<file path="config.mk">
export PLATFORM = sky130hd
export DESIGN_NAME = serial_port
export DESIGN_NICKNAME = d
export VERILOG_FILES = /design/src/rtl/serial_port_pkg.sv /design/src/rtl/serial_port_sync_fifo.sv /design/src/rtl/serial_port.sv
export SDC_FILE = /design/constraint.sdc
export NUM_CORES = 1
export LEC_CHECK = 0
export BUFFER_PORTS_ARGS = -buffer_cell sky130_fd_sc_hd__buf_2
export CAP_MARGIN = 20
export CORE_UTILIZATION = 67
export CTS_CLUSTER_DIAMETER = 60
export DETAILED_ROUTE_END_ITERATION = 10
export PLACE_DENSITY = 0.93
export SLEW_MARGIN = 20
export SYNTH_ARGS = -nofsm -noshare
export SYNTH_HDL_FRONTEND = slang
export SYNTH_SLANG_ARGS = --single-unit
</file>
<file path="constraint.sdc">
create_clock -name clk -period 5.2 [get_ports clk]
set_input_delay 1.04 -clock clk [delete_from_list [all_inputs] [get_ports clk]]
set_output_delay 1.04 -clock clk [all_outputs]
set_load 0.02 [all_outputs]
</file>
<file path="src/rtl/serial_port_pkg.sv">
// serial_port_pkg: types and constants shared by the serial_port UART PHY.
//   - tx_state_e / rx_state_e : state encodings of the TX and RX framers
//   - FRAME_BITS              : bits per 8N1 frame (start + 8 data + stop)
//   - DATA_BITS               : payload bits per frame
//   - make_frame()            : builds the LSB-first shift image of one frame
package serial_port_pkg;

  localparam int FRAME_BITS = 10;
  localparam int DATA_BITS  = 8;

  typedef enum logic [1:0] {
    TX_IDLE,
    TX_START,
    TX_DATA,
    TX_STOP
  } tx_state_e;

  typedef enum logic [2:0] {
    RX_WAIT_HIGH,
    RX_IDLE,
    RX_START,
    RX_DATA,
    RX_STOP
  } rx_state_e;

  // Bit 0 goes out first: start bit (0), data LSB first, stop bit (1).
  function automatic logic [FRAME_BITS-1:0] make_frame(input logic [DATA_BITS-1:0] b);
    return {1'b1, b, 1'b0};
  endfunction

endpackage

</file>
<file path="src/rtl/serial_port_sync_fifo.sv">
// sync_fifo: single-clock FIFO with a combinational (fall-through) head.
// Ports:
//   clk, rst        clock, synchronous active-high reset (empties the FIFO)
//   wr_en, wr_data  push request and data
//   rd_en           pop request (ignored while empty)
//   rd_data         current head entry (valid only while !empty)
//   empty, full     status flags
// Pointers carry one extra wrap bit so full and empty are distinguishable.
// A push while full is still accepted when a pop happens in the same cycle.
module sync_fifo #(
  parameter int WIDTH = 8,
  parameter int DEPTH = 16
) (
  input  logic             clk,
  input  logic             rst,
  input  logic             wr_en,
  input  logic [WIDTH-1:0] wr_data,
  input  logic             rd_en,
  output logic [WIDTH-1:0] rd_data,
  output logic             empty,
  output logic             full
);

  localparam int AW = $clog2(DEPTH);

  logic [WIDTH-1:0] mem_q [DEPTH];
  logic [AW:0]      wr_ptr_q, wr_ptr_d;
  logic [AW:0]      rd_ptr_q, rd_ptr_d;
  logic             do_rd;
  logic             do_wr;

  assign empty = (wr_ptr_q == rd_ptr_q);
  assign full  = (wr_ptr_q[AW] != rd_ptr_q[AW]) &&
                 (wr_ptr_q[AW-1:0] == rd_ptr_q[AW-1:0]);

  assign do_rd = rd_en && !empty;
  assign do_wr = wr_en && (!full || do_rd);

  assign rd_data = mem_q[rd_ptr_q[AW-1:0]];

  always_comb begin
    wr_ptr_d = wr_ptr_q;
    rd_ptr_d = rd_ptr_q;
    if (do_wr) wr_ptr_d = wr_ptr_q + 1'b1;
    if (do_rd) rd_ptr_d = rd_ptr_q + 1'b1;
  end

  always_ff @(posedge clk) begin
    if (rst) begin
      wr_ptr_q <= '0;
      rd_ptr_q <= '0;
    end else begin
      wr_ptr_q <= wr_ptr_d;
      rd_ptr_q <= rd_ptr_d;
    end
  end

  // Storage is not reset; the pointers alone define which entries are live.
  always_ff @(posedge clk) begin
    if (do_wr) mem_q[wr_ptr_q[AW-1:0]] <= wr_data;
  end

endmodule

</file>
<file path="src/rtl/serial_port.sv">
// serial_port: byte-serial 8N1 UART PHY for the SoC console.
// Ports:
//   clk, rst               clock, synchronous active-high reset
//   tx_data, tx_strobe     byte to send, one-cycle push into the TX FIFO
//   tx_full                TX FIFO full (a strobe now is dropped)
//   rx_data, rx_valid      head of the RX FIFO, RX FIFO non-empty
//   rx_ack                 one-cycle pop of the RX head
//   rx_overrun             sticky: a good frame was dropped, RX FIFO full
//   frame_err              one-cycle pulse: stop bit sampled low
//   uart_txd               serial output, idle high, registered
//   uart_rxd               asynchronous serial input
// CLKS_PER_BIT must be at least 4; FIFO_DEPTH a power of two, at least 2.
module serial_port
  import serial_port_pkg::*;
#(
  parameter int CLKS_PER_BIT = 104,
  parameter int FIFO_DEPTH   = 16
) (
  input  logic       clk,
  input  logic       rst,
  input  logic [7:0] tx_data,
  input  logic       tx_strobe,
  output logic       tx_full,
  output logic [7:0] rx_data,
  output logic       rx_valid,
  input  logic       rx_ack,
  output logic       rx_overrun,
  output logic       frame_err,
  output logic       uart_txd,
  input  logic       uart_rxd
);

  localparam int CW = $clog2(CLKS_PER_BIT);
  localparam logic [CW-1:0] BIT_LAST  = CW'(CLKS_PER_BIT - 1);
  localparam logic [CW-1:0] HALF_LAST = CW'(CLKS_PER_BIT / 2 - 1);
  localparam logic [2:0]    DATA_LAST = 3'(DATA_BITS - 1);

  // ---------------------------------------------------------------- TX path
  tx_state_e             tx_state_q, tx_state_d;
  logic [CW-1:0]         tx_cnt_q, tx_cnt_d;
  logic [2:0]            tx_bit_q, tx_bit_d;
  logic [FRAME_BITS-1:0] tx_shift_q, tx_shift_d;
  logic                  txd_q, txd_d;
  logic                  tx_pop;
  logic                  tx_empty;
  logic [7:0]            tx_head;

  sync_fifo #(
    .WIDTH (8),
    .DEPTH (FIFO_DEPTH)
  ) u_tx_fifo (
    .clk     (clk),
    .rst     (rst),
    .wr_en   (tx_strobe),
    .wr_data (tx_data),
    .rd_en   (tx_pop),
    .rd_data (tx_head),
    .empty   (tx_empty),
    .full    (tx_full)
  );

  always_comb begin
    tx_state_d = tx_state_q;
    tx_cnt_d   = tx_cnt_q;
    tx_bit_d   = tx_bit_q;
    tx_shift_d = tx_shift_q;
    tx_pop     = 1'b0;
    case (tx_state_q)
      TX_IDLE: begin
        if (!tx_empty) begin
          tx_pop     = 1'b1;
          tx_shift_d = make_frame(tx_head);
          tx_cnt_d   = '0;
          tx_state_d = TX_START;
        end
      end
      TX_START: begin
        if (tx_cnt_q == BIT_LAST) begin
          tx_cnt_d   = '0;
          tx_bit_d   = '0;
          tx_shift_d = {1'b1, tx_shift_q[FRAME_BITS-1:1]};
          tx_state_d = TX_DATA;
        end else begin
          tx_cnt_d = tx_cnt_q + 1'b1;
        end
      end
      TX_DATA: begin
        if (tx_cnt_q == BIT_LAST) begin
          tx_cnt_d   = '0;
          tx_shift_d = {1'b1, tx_shift_q[FRAME_BITS-1:1]};
          if (tx_bit_q == DATA_LAST) tx_state_d = TX_STOP;
          else                       tx_bit_d   = tx_bit_q + 1'b1;
        end else begin
          tx_cnt_d = tx_cnt_q + 1'b1;
        end
      end
      TX_STOP: begin
        if (tx_cnt_q == BIT_LAST) begin
          tx_cnt_d = '0;
          // Chain straight into the next frame so queued bytes leave gap-free.
          if (!tx_empty) begin
            tx_pop     = 1'b1;
            tx_shift_d = make_frame(tx_head);
            tx_state_d = TX_START;
          end else begin
            tx_state_d = TX_IDLE;
          end
        end else begin
          tx_cnt_d = tx_cnt_q + 1'b1;
        end
      end
      default: tx_state_d = TX_IDLE;
    endcase
    // The pin register trails the shifter by one cycle, so every bit still
    // lasts CLKS_PER_BIT cycles and the pin never sees a combinational glitch.
    txd_d = (tx_state_q == TX_IDLE) ? 1'b1 : tx_shift_q[0];
  end

  always_ff @(posedge clk) begin
    if (rst) begin
      tx_state_q <= TX_IDLE;
      tx_cnt_q   <= '0;
      tx_bit_q   <= '0;
      tx_shift_q <= '1;
      txd_q      <= 1'b1;
    end else begin
      tx_state_q <= tx_state_d;
      tx_cnt_q   <= tx_cnt_d;
      tx_bit_q   <= tx_bit_d;
      tx_shift_q <= tx_shift_d;
      txd_q      <= txd_d;
    end
  end

  assign uart_txd = txd_q;

  // ---------------------------------------------------------------- RX path
  rx_state_e     rx_state_q, rx_state_d;
  logic [CW-1:0] rx_cnt_q, rx_cnt_d;
  logic [2:0]    rx_bit_q, rx_bit_d;
  logic [7:0]    rx_shift_q, rx_shift_d;
  logic          rxd_meta_q, rxd_sync_q;
  logic          overrun_q, overrun_d;
  logic          frame_err_q, frame_err_d;
  logic          rx_push;
  logic          rx_can_push;
  logic          rx_empty;
  logic          rx_fifo_full;
  logic [7:0]    rx_head;

  sync_fifo #(
    .WIDTH (8),
    .DEPTH (FIFO_DEPTH)
  ) u_rx_fifo (
    .clk     (clk),
    .rst     (rst),
    .wr_en   (rx_push),
    .wr_data (rx_shift_q),
    .rd_en   (rx_ack),
    .rd_data (rx_head),
    .empty   (rx_empty),
    .full    (rx_fifo_full)
  );

  // Mirrors the FIFO's own accept rule: a full FIFO still takes the byte
  // when the SoC pops in the same cycle.
  assign rx_can_push = !rx_fifo_full || (rx_ack && !rx_empty);

  always_comb begin
    rx_state_d  = rx_state_q;
    rx_cnt_d    = rx_cnt_q;
    rx_bit_d    = rx_bit_q;
    rx_shift_d  = rx_shift_q;
    overrun_d   = overrun_q;
    frame_err_d = 1'b0;
    rx_push     = 1'b0;
    case (rx_state_q)
      RX_WAIT_HIGH: begin
        if (rxd_sync_q) rx_state_d = RX_IDLE;
      end
      RX_IDLE: begin
        if (!rxd_sync_q) begin
          rx_cnt_d   = '0;
          rx_state_d = RX_START;
        end
      end
      RX_START: begin
        // Half a bit in: still low means a real start bit, and every later
        // sample lands near the middle of its bit.
        if (rx_cnt_q == HALF_LAST) begin
          rx_cnt_d = '0;
          rx_bit_d = '0;
          if (rxd_sync_q) rx_state_d = RX_IDLE;
          else            rx_state_d = RX_DATA;
        end else begin
          rx_cnt_d = rx_cnt_q + 1'b1;
        end
      end
      RX_DATA: begin
        if (rx_cnt_q == BIT_LAST) begin
          rx_cnt_d   = '0;
          rx_shift_d = {rxd_sync_q, rx_shift_q[7:1]};
          if (rx_bit_q == DATA_LAST) rx_state_d = RX_STOP;
          else                       rx_bit_d   = rx_bit_q + 1'b1;
        end else begin
          rx_cnt_d = rx_cnt_q + 1'b1;
        end
      end
      RX_STOP: begin
        if (rx_cnt_q == BIT_LAST) begin
          rx_cnt_d = '0;
          if (rxd_sync_q) begin
            if (rx_can_push) rx_push   = 1'b1;
            else             overrun_d = 1'b1;
            rx_state_d = RX_IDLE;
          end else begin
            // Line may be in a break; wait for it to return high before
            // hunting for the next start bit.
            frame_err_d = 1'b1;
            rx_state_d  = RX_WAIT_HIGH;
          end
        end else begin
          rx_cnt_d = rx_cnt_q + 1'b1;
        end
      end
      default: rx_state_d = RX_WAIT_HIGH;
    endcase
  end

  always_ff @(posedge clk) begin
    if (rst) begin
      rxd_meta_q  <= 1'b1;
      rxd_sync_q  <= 1'b1;
      rx_state_q  <= RX_WAIT_HIGH;
      rx_cnt_q    <= '0;
      rx_bit_q    <= '0;
      rx_shift_q  <= '0;
      overrun_q   <= 1'b0;
      frame_err_q <= 1'b0;
    end else begin
      rxd_meta_q  <= uart_rxd;
      rxd_sync_q  <= rxd_meta_q;
      rx_state_q  <= rx_state_d;
      rx_cnt_q    <= rx_cnt_d;
      rx_bit_q    <= rx_bit_d;
      rx_shift_q  <= rx_shift_d;
      overrun_q   <= overrun_d;
      frame_err_q <= frame_err_d;
    end
  end

  assign rx_valid   = !rx_empty;
  assign rx_data    = rx_empty ? 8'h00 : rx_head;
  assign rx_overrun = overrun_q;
  assign frame_err  = frame_err_q;

endmodule

</file>
== Word-level counts from Yosys, hierarchy flattened ==
Memories as Yosys holds them, arrays and structs flattened. A register that Yosys moved wholly into a read port is not among the register bits.
Index checks and enable logic that the tools add are counted.
Word-level totals
  register bits: 68
  latch bits: 0
  memory bits (writable): 256
  bits in read-only memories: 0
  bits of input ports: 13
  output and inout bits: 13
  word-level logic and storage cells: 144
  memories kept: 2
Memories
  u_rx_fifo.mem_q: depth 16, bits a word 8, rd ports 1, clocked after Yosys merged registers in 1, wr ports 1, line serial_port_sync_fifo.sv:26  | logic [WIDTH-1:0] mem_q [DEPTH];
  u_tx_fifo.mem_q: depth 16, bits a word 8, rd ports 1, clocked after Yosys merged registers in 1, wr ports 1, line serial_port_sync_fifo.sv:26
Cells by class
  add/subtract/negate cells: 8
  multipliers: 0
  divide/modulo/power cells: 0
  order comparisons: 0
  equal/unequal tests: 32
  shift-type cells: 0
  muxes and demuxes: 52
  bitwise gates (word level): 3
  reductions and logical operators: 30
Operators by type and width (count)
  2-to-1 mux 3 bit: 12
  2-to-1 mux 7 bit: 5
  2-to-1 mux 10 bit: 3
  case mux 10 bit (3 select lines): 1
  != test 2 bit, second input constant: 13
  case mux 7 bit (3 select lines): 1
  adder 5 x 1 -> 5 bit, second input constant: 4
  2-to-1 mux 4 bit: 4
  case mux 3 bit (5 select lines): 1
  adder 7 x 1 -> 7 bit, second input constant: 2
  == test 7 bit, second input constant: 2
  case mux 7 bit (2 select lines): 1
  2-to-1 mux 1 bit: 13
  2-to-1 mux 2 bit: 6
  case mux 3 bit (2 select lines): 2
  AND reduction 4 bit: 3
  == test 5 bit: 2
  == test 3 bit, second input constant: 3
  == test 4 bit: 2
  2-to-1 mux 8 bit: 1
  case mux 2 bit (4 select lines): 1
  == test 7 x 6 -> 1 bit, second input constant: 1
  adder 3 x 1 -> 3 bit, second input constant: 2
  == test 3 x 2 -> 1 bit, second input constant: 2
  other kinds (19): 38

== Logic depth before layout (Yosys ltp) ==
  word-level depth: 11
  depth in mapped cells: 8
  depth with buffers taken out: 7

== By module ==
From an unflattened synthesis, not the netlist that was laid out.
Unflattened totals
  cell total of the unflattened synthesis: 795
  area total of the unflattened synthesis: 13875.8 um2
By module, submodules not included
  sync_fifo: instances 2, cells an instance 265, area an instance 5736.8 um2, sequential area each 4124.0 um2
  serial_port: instances 1, cells an instance 265, area an instance 2402.3 um2, sequential area each 940.9 um2

== Least setup slack after synthesis ==
Ideal clock, no wire load.
  path kind: flip-flop to output port
  start: reg with a tool-made name
  end: out rx_data[0]
  arrival time: 1.802 ns
  data required time: 4.160 ns
  path slack: 2.358 ns
  stages on the path, launching flop included: 6
  buffers on the path: 2
  cell sequence: dfxtp_1 > buf_2 > buf_4 > mux4_2 > mux4_2 > nor2b_1
RTL lines
  end, declared: line serial_port.sv:24  | output logic [7:0] rx_data,

== Final worst setup path ==
  start: reg u_rx_fifo.wr_ptr_q[2]
  end: out rx_data[3]
Between the ends
  longest elaborated chain between the ends: 2
RTL lines
  start, declared: line serial_port_sync_fifo.sv:27  | logic [AW:0] wr_ptr_q, wr_ptr_d;
  start signal, assigned: line serial_port_sync_fifo.sv:53  | wr_ptr_q <= wr_ptr_d;
  == test 5 bit: line serial_port_sync_fifo.sv:32  | assign empty = (wr_ptr_q == rd_ptr_q);
  2-to-1 mux 8 bit: line serial_port.sv:253  | assign rx_data = rx_empty ? 8'h00 : rx_head;
Every way passes these cells.

==> impl_metrics.py <==
metrics = {
    "detailed_routing": {
        "vias": 7660,
        "drtAntennaViolNets": 0,
        "dr.first_iter.drc_count": 658,
        "first_pass_iters": 6,
        "wl_um": 29500,
        "viasPerCell": 6.68,
        "drc": 0,
        "drt-wirelength-per-cell_um": 25.8,
    },
    "critical_path": {
        "critPathBufInv": 1,
        "end_kind": "primary output",
        "crit_arrival_ps": 3000,
        "setup.worst_path.class": "reg2out",
        "cpLargestDelayFamily": "simple AND/OR/NAND/NOR gates",
        "crit_path_cell_trace": "xor2_1, nor4_4, and2_0, nor2b_1, buf_2",
        "crit_required_ps": 4160,
        "crit_fanout": 10,
        "critPathSlowestCell": "and2_0",
        "critical-path-max-stage-delay_ps": 680,
        "startpoint_type": "flip-flop",
    },
    "sta": {
        "rsz0062_at_grt": "no",
        "setup_viol": 0,
        "hold_slack_ps": 408,
        "final_max_slew_viol_count": 0,
        "fmax_mhz": 248,
        "worstMarginPinSlew_ps": 1160,
        "tns_ps": 0,
        "worst_slack_ps": 1160,
        "min_period_ps": 4040,
        "relSlewSlack_pct": 22.3,
        "finalCritPeriodShare_pct": 77.6,
        "hold_violations": 0,
        "final.setup_skew_ps": 24.7,
    },
    "power": {
        "p_leak_nw": 4.93,
        "peakVddDrop_mv": 0.439,
        "powerDensity_nw_per_um2": 408,
        "p_total_mw": 6.14,
    },
    "synth": {
        "ys_warn_count": 0,
        "synth_ff_type": "edfxtp_1",
        "synth_top_cells_by_area": "edfxtp_1 (56%), mux4_2 (12%), dfxtp_1 (11%), nor2_1 (2.1%), ha_1 (1.9%)",
        "synth_area_leader_cell": "edfxtp_1",
        "synthArstFlopShare_pct": 0,
        "syn_nets": 868,
        "netlist_instances": 834,
        "synth_cell_types": 71,
        "yosys-top-cells-count": "edfxtp_1 (256), nor2_1 (76), dfxtp_1 (75)",
        "yosysSeqAreaShare_pct": 67.5,
        "synth_area_sq_um": 13600,
        "synthDominantCellAreaShare_pct": 56.5,
        "synth-edff-count": 256,
        "synth_most_common_cell": "edfxtp_1",
        "postSynthAreaPerCell_sq_um": 16.3,
        "ys_ff_latch": 331,
    },
    "clock_network": {
        "post_cts_buffers": 0,
        "clock_latency_ps": 520,
        "cts-resized-gates": 0,
        "clock_path_buffers": 3,
        "path_clk_slew_ps": 60,
        "root_buffer": "clkbuf_16",
        "cts_buffers": 34,
        "htreeDepth": 2,
        "cts_sinks": 331,
        "cts_tree": "built",
        "hold_buffers": 0,
    },
    "placed_design": {
        "place_ws_ps": 1550,
        "post_dp_cell_area_sq_um": 13900,
        "dp_hpwl_um": 17000,
        "gp_congestion": 0.804,
        "port-buffer-count": 25,
    },
    "global_routing": {
        "antenna_found_initial": 0,
        "groute.usage.overall_pct": 29.7,
        "grt_max_degree": 33,
        "gr-total-overflow": 0,
        "grt_pass1_wl_um": 44200,
        "grt_pass1_vias": 7673,
    },
    "finish": {
        "design_area_sq_um": 15000,
        "syn2layout_area_growth_pct": 10.6,
        "nFillCells": 1026,
        "diodes": 0,
        "drive_gt1_share_pct": 21.0,
        "final_nets": 889,
    },
    "hold_path": {
        "hold_class": "reg2reg",
    },
    "floorplanning": {
        "num_rows": 51,
        "core_area_sq_um": 19700,
        "die_w_um": 145,
        "die-area_sq_um": 20900,
        "die_h_um": 145,
        "ioPinCount": 26,
        "start_util_pct": 69.0,
    },
    "run_status": {
        "status": "complete, no violations",
    },
    "flow_run": {
        "maxCapViolations": 0,
    },
}
[flip-flops by register name, summed over array words and instances (netlist names), named ones only]
signal / count
rx_state_q: 3
frame_err: 1
rxd_meta_q: 1
rxd_sync_q: 1
u_rx_fifo.mem_q: 128
tx_cnt_q: 7
u_rx_fifo.wr_ptr_q: 5
rx_cnt_q: 7
u_tx_fifo.mem_q: 128
tx_bit_q: 3
rx_overrun: 1
tx_state_q: 2
rx_bit_q: 3
u_tx_fifo.rd_ptr_q: 5
rx_shift_q: 8
u_rx_fifo.rd_ptr_q: 5
tx_shift_q: 9
uart_txd: 1
u_tx_fifo.wr_ptr_q: 5
[worst reg2reg max path: stages, from the launching register on]
cell and delay [ps]:
dfxtp_1 500, nor3b_2 590, nand4_2 280, a21oi_2 350, nand2_1 210, nor2_1 900
[layer usage]
metal | global-route usage (%) | wire, um | up-vias
met3 | 5.40 | 2010 | 61
met2 | 54.8 | 16100 | 415
met4 | 9.58 | 783 | 0
li1 | - | - | 3317
met5 | 0 | 0 | -
met1 | 34.9 | 10700 | 3867
[per-stage QoR]
| step | utilization, % | cells |
|---|---|---|
| after detailed placement | 70.6 | 1084 |
| final | 76.3 | 1146 |
| after CTS | 76.2 | 1146 |
| after floorplan | - | 834 |
| after global placement | 70.6 | 1084 |
| after global routing | 76.3 | 1146 |
[kinds of logic after synthesis]
logic type / share of synthesized area [%]
multiplexers: 13.2
flip-flops: 67.5
AO/OA/AOI/OAI: 5.73
adder cells (fa/ha/maj): 1.93
AND/OR/NAND/NOR: 7.93
XOR/XNOR: 1.80
buffers and inverters: 1.84
[layout by cell type (no fill, tap or decap), types with 8 or more instances in the layout]
cell | Yosys | layout
edfxtp_1 | 256 | 256
nor2_1 | 76 | 76
mux4_2 | 72 | 72
dfxtp_1 | 75 | 72
clkbuf_16 | 0 | 35
a21oi_1 | 27 | 27
buf_2 | 10 | 25
nor2b_1 | 22 | 22
ha_1 | 21 | 21
nand2_1 | 19 | 19
a22oi_1 | 17 | 17
xnor2_1 | 14 | 14
mux2i_1 | 14 | 14
xor2_1 | 14 | 14
inv_1 | 13 | 13
nand3_1 | 13 | 13
a211oi_1 | 12 | 12
o21ai_0 | 9 | 9
nor3_2 | 1 | 9
o21ai_1 | 8 | 8
[power breakdown]
| group | internal, mW | switching (mW) | total, mW |
|---|---|---|---|
| clock | 1.42 | 1.01 | 2.43 |
| combinational | 0.309 | 0.446 | 0.754 |
| sequential | 2.89 | 0.0718 | 2.96 |
| total | 4.61 | 1.53 | 6.14 |
[layout make-up]
| type | count | area [sq um] | area share [%] |
|---|---|---|---|
| flip-flops and latches | 331 | 9200 | 61.1 |
| multi-input cells | 447 | 4210 | 28.0 |
| clock buffers | 43 | 916 | 6.09 |
| well taps | 265 | 332 | 2.20 |
| clock inverters | 19 | 200 | 1.33 |
| repair buffers | 28 | 148 | 0.981 |
| inverters | 13 | 48.8 | 0.324 |
[worst paths after layout]
check / from / endpoint / slack (ps) / cells after the start
setup reg to reg: rx_state_q[2]$_SDFFE_PP0P_ / u_rx_fifo.mem_q[10][2]$_DFFE_PP_ / 1980 / 5
hold reg to reg: rxd_meta_q$_SDFF_PP1_ / rxd_sync_q$_SDFF_PP1_ / 410 / 1
hold / removal: rxd_meta_q$_SDFF_PP1_ / rxd_sync_q$_SDFF_PP1_ / 410 / 1
setup / recovery: u_rx_fifo.wr_ptr_q[2]$_SDFFE_PP0P_ / rx_data[3] / 1160 / 5
Power figures use the tool's default switching activity.
